==> src/rtl/demux32_write_bank_pkg.sv <==
// Shared defaults and FSM state type for the demux32 write bank.
package demux32_write_bank_pkg;

  localparam int DEF_DATA_WIDTH = 32;
  localparam int DEF_DEPTH      = 32;
  localparam int DEF_ADDR_WIDTH = 5;

  typedef enum logic {
    IDLE  = 1'b0,
    CLEAR = 1'b1
  } state_t;

endpackage

==> src/rtl/demux32_write_bank_decoder.sv <==
// Address to one-hot word-enable decoder; all outputs low when en is low.
// Latency: combinational. Backpressure: none.
module decoder_5x32 #(
  parameter int AW = 5,
  parameter int N  = 32
) (
  input  logic [AW-1:0] addr,
  input  logic          en,
  output logic [N-1:0]  onehot
);

  always_comb begin
    onehot = '0;
    for (int i = 0; i < N; i++) begin
      onehot[i] = en && (addr == AW'(i));
    end
  end

endmodule

==> src/rtl/demux32_write_bank.sv <==
// Register bank with one-hot demuxed writes and a DEPTH-cycle clear sweep.
// Latency: write visible on Q and WR_ACK one cycle after acceptance.
// Backpressure: W_READY low while sweeping or when a clear is requested.
module demux32_write_bank
  import demux32_write_bank_pkg::*;
#(
  parameter int DATA_WIDTH = DEF_DATA_WIDTH,
  parameter int DEPTH      = DEF_DEPTH,
  parameter int ADDR_WIDTH = DEF_ADDR_WIDTH,
  parameter int ZERO_REG   = 1
) (
  input  logic                        CLK,
  input  logic                        RST,
  input  logic                        W_VALID,
  output logic                        W_READY,
  input  logic [ADDR_WIDTH-1:0]       W_ADDR,
  input  logic [DATA_WIDTH-1:0]       W_DATA,
  output logic                        WR_ACK,
  input  logic                        CLR_REQ,
  output logic                        BUSY,
  output logic                        CLR_DONE,
  output logic [DEPTH*DATA_WIDTH-1:0] Q
);

  localparam int NDEC = 1 << ADDR_WIDTH;

  state_t                                state;
  logic [ADDR_WIDTH-1:0]                 cnt;
  logic [DEPTH-1:0][DATA_WIDTH-1:0]      mem;
  logic [NDEC-1:0]                       wr_en;
  logic                                  wr_fire;

  assign W_READY = (state == IDLE) && !CLR_REQ;
  assign wr_fire = W_VALID && W_READY;
  assign BUSY    = (state == CLEAR);
  assign Q       = mem;

  // Decoder spans the full address space; enables at or above DEPTH select nothing.
  decoder_5x32 #(
    .AW (ADDR_WIDTH),
    .N  (NDEC)
  ) u_dec (
    .addr   (W_ADDR),
    .en     (wr_fire),
    .onehot (wr_en)
  );

  always_ff @(posedge CLK) begin
    if (RST) begin
      state    <= IDLE;
      cnt      <= '0;
      WR_ACK   <= 1'b0;
      CLR_DONE <= 1'b0;
      mem      <= '0;
    end else begin
      WR_ACK   <= wr_fire;
      CLR_DONE <= 1'b0;

      case (state)
        IDLE: begin
          if (CLR_REQ) begin
            state <= CLEAR;
            cnt   <= '0;
          end
        end
        CLEAR: begin
          mem[cnt] <= '0;
          if (cnt == ADDR_WIDTH'(DEPTH - 1)) begin
            state    <= IDLE;
            cnt      <= '0;
            CLR_DONE <= 1'b1;
          end else begin
            cnt <= cnt + 1'b1;
          end
        end
        default: state <= IDLE;
      endcase

      // Word 0 is never written when it is the hardwired zero register.
      for (int i = 0; i < DEPTH; i++) begin
        if (wr_en[i] && !(ZERO_REG != 0 && i == 0)) begin
          mem[i] <= W_DATA;
        end
      end
    end
  end

endmodule
==> config.mk <==
export PLATFORM = sky130hd
export DESIGN_NAME = demux32_write_bank
export DESIGN_NICKNAME = d
export VERILOG_FILES = /design/src/rtl/demux32_write_bank_pkg.sv /design/src/rtl/demux32_write_bank_decoder.sv /design/src/rtl/demux32_write_bank.sv
export SDC_FILE = /design/constraint.sdc
export NUM_CORES = 2
export LEC_CHECK = 0
export CORE_AREA = 2 2 419 421
export DETAILED_ROUTE_END_ITERATION = 12
export DIE_AREA = 0 0 421 423
export PLACE_DENSITY = 0.44
export SYNTH_ARGS = -nofsm -noshare
export SYNTH_HDL_FRONTEND = slang
export SYNTH_SLANG_ARGS = --single-unit
export TNS_END_PERCENT = 20
==> constraint.sdc <==
create_clock -name CLK -period 4.9 [get_ports CLK]
set_input_delay 0.49 -clock CLK [delete_from_list [all_inputs] [get_ports CLK]]
set_output_delay 0.49 -clock CLK [all_outputs]
set_load 0.02 [all_outputs]
==> qor.csv <==
stage,metric,value,unit
setup_path,path_cells,buf_4 -> nor2_1 -> clkdlybuf4s50_1,
setup_path,worstSetupPathType,reg -> out,
synthesis,yosysUniqueCellTypes,37,
synthesis,synth-edff-count,0,
sta,period_share,61.9,%
synthesis,yosysTopAreaCell,dfxtp_1,
clock_network,cts_buffers,118,
route,wl_met2,96.4,mm
synthesis,netlist_area,0.0363,mm²
setup_path,path_max_fanout,22,
clock_network,cts_tree,yes,
route,ant_nets,0,
clock_network,clk_pin_slew_worst_paths,0.06,ns
final_layout,drive_above_1_share,7.72,%
sta,worst_slack,1.87,ns
global_routing,antenna_found_initial,22,
final_layout,area_growth,46.6,%
synthesis,synth.yosys.seq_area_share,56.9,%
clock_network,cts.path.max_buffers,3,
clock_network,post_cts_buffers,0,
floorplanning,die_w,421,µm
synthesis,yosysTopAreaCellShare,56.9,%
synthesis,syn_nets,3685,
route,wl_per_cell,28.4,µm
setup_path,endpoint_kind,primary output,
setup_path,worst-r2r-cell-count,5,
sta,worst_pin_slew,1.34,ns
route,first_pass_iters,7,
min_path,whs_path_depth,2,
sta,post-route-min-period,3.03,ns
pwr,power.density,341,mW/mm²
floorplanning,fp.dieArea,0.178,mm²
min_path,holdCritPathClass,in -> reg,
synthesis,ys.flop_type,dfxtp_1,
floorplanning,initial_core_util,20.9,%
setup_path,crit_slowest_cell,clkdlybuf4s50_1,
sta,slew_violations,0,
place,dp_slack,1.22,ns
global_routing,grt_max_degree,176,
route,wl_met3,13.5,mm
sta,rsz0062_at_grt,false,
setup_path,critPathMaxStageDelay,0.82,ns
pwr,p_leak,16.2,nW
global_routing,grt_pass1_vias,30300,
status,status,"complete, no violations",
floorplanning,die_h,423,µm
synthesis,async_flop_share,0,%
floorplanning,num_rows,153,
synthesis,avgSynthCellArea,9.98,µm²
global_routing,groute.usage.overall,21.0,%
clock_network,cts_resized,0,
global_routing,grt-ovfl-total,0,
route,drt_iter0_drc,2402,
final_layout,layout_commonest_cell,clkdlybuf4s50_1,
route,wl_met1,80.1,mm
global_routing,grt_pass1_wl,263,mm
clock_network,clk_latency,0.77,ns
sta,slew_headroom,10.5,%
pwr,vdd.ir_drop.worst,0.262,mV
route,vias,32000,
route,viasPerCell,4.61,
setup_path,required,4.41,ns
sta,tns,0,ns
final_layout,final_cell_mix,"clkdlybuf4s50_1, dfxtp_1, inv_1, o32ai_1, clkbuf_16",
setup_path,worst_ep_arrival_time,2.54,ns
synthesis,yosys_warnings,0,
final_layout,layout.nets,4556,
synthesis,synthCells,3637,
synthesis,synth_area_leaders,"dfxtp_1, o32ai_1, inv_1",
route,drc,0,
setup_path,cp-start-kind,flop,
clock_network,numClockSinks,1032,
sta,skew,0.0286,ns
place,gp_congestion,0.770,
sta,setup_violations,0,
clock_network,root_buffer,clkbuf_16,
pwr,p_total,18.2,mW
clock_network,htreeDepth,3,
place,dp_hpwl,127,mm
floorplanning,io_pins,1069,
synthesis,synth_seq_cells,1032,
sta,hold_viol_final,0,
route,top_layer,met4,
sta,clock.fmax,330,MHz
route,routed_wl,197,mm
flow_run,maxCapViolCount,0,
floorplanning,core_region_area,0.173,mm²
clock_network,holdBufCountCts,0,
place,io_buffers,1068,
cells by family after synthesis:
logic type               count (synthesis)  share of synthesized area [%]
buffers and inverters                 1418                           15.1
flip-flops                            1032                           56.9
AO/OA/AOI/OAI                         1029                           25.0
AND/OR/NAND/NOR                        149                           2.68
adder cells (fa/ha/maj)                  7                          0.241
XOR/XNOR                                 2                         0.0483
stage by stage:
step / cell area (µm²) / instances / hold WS (ns) / utilization, %
after global routing: 53200 / 6929 / 0.399 / 30.7
after CTS: 53200 / 6925 / 0.360 / 30.7
after floorplan: 36300 / 3637 / 0.549 / -
after detailed placement: 49400 / 6713 / 0.443 / 28.5
after global placement: 49400 / 6713 / 0.442 / 28.5
final: 53200 / 6933 / 0.424 / 30.7
area by class of cell:
class / count / area (µm²)
Timing Repair Buffer: 1167 / 11500
Sequential cell: 1032 / 20700
Multi-Input combinational cell: 1187 / 10600
Inverter: 1002 / 3760
Tap cell: 2325 / 2910
Clock inverter: 24 / 225
Fill cell: 18100 / 120000
Antenna cell: 8 / 20.0
Clock buffer: 188 / 3560
registers in the layout (all words and copies together) (netlist names):
name      cells
BUSY          1
CLR_DONE      1
Q          1024
WR_ACK        1
cnt           5
cells in the mapped netlist, types with 2 or more instances:
cell type and number:
dfxtp_1 1032, inv_1 1002, o32ai_1 992, clkbuf_1 325, buf_2 77, nand2b_1 35, nand2_1 34, and2_1 32
o22ai_2 22, buf_4 14, o22ai_1 8, ha_1 7, nor2_1 7, nand3_1 6, nand4bb_1 6, nand4b_1 4
nor3b_1 4, or4b_1 4, a21oi_1 3, and4b_1 3, and4bb_2 3, nor4b_4 2
final timing paths:
path,startpoint,to,slack (ns)
min,RST,Q[221],0.42
min reg2reg,Q[26],Q[26],0.46
max reg2reg,BUSY,Q[68],1.89
max,BUSY,W_READY,1.87
power breakdown:
group	total (mW)	leakage (nW)	switching [mW]	internal (mW)
clock	8.85	1.86	3.79	5.05
combinational	0.877	5.99	0.684	0.193
sequential	8.43	8.31	0.0171	8.42
total	18.2	16.2	4.49	13.7
critical path, delay by kind of cell (launching register included):
family        cells  cell delay (ns)
buf+inv           2             1.09
simple gates      1             0.26
flops             1             0.41
metal layers:
layer / vias up / GRT usage (%)
li1: 14600 / -
met1: 15900 / 25.2
met2: 1132 / 35.9
met3: 258 / 5.41
met4: 0 / 7.84
met5: - / 0
Note: power is estimated with default switching activity, not from simulation.
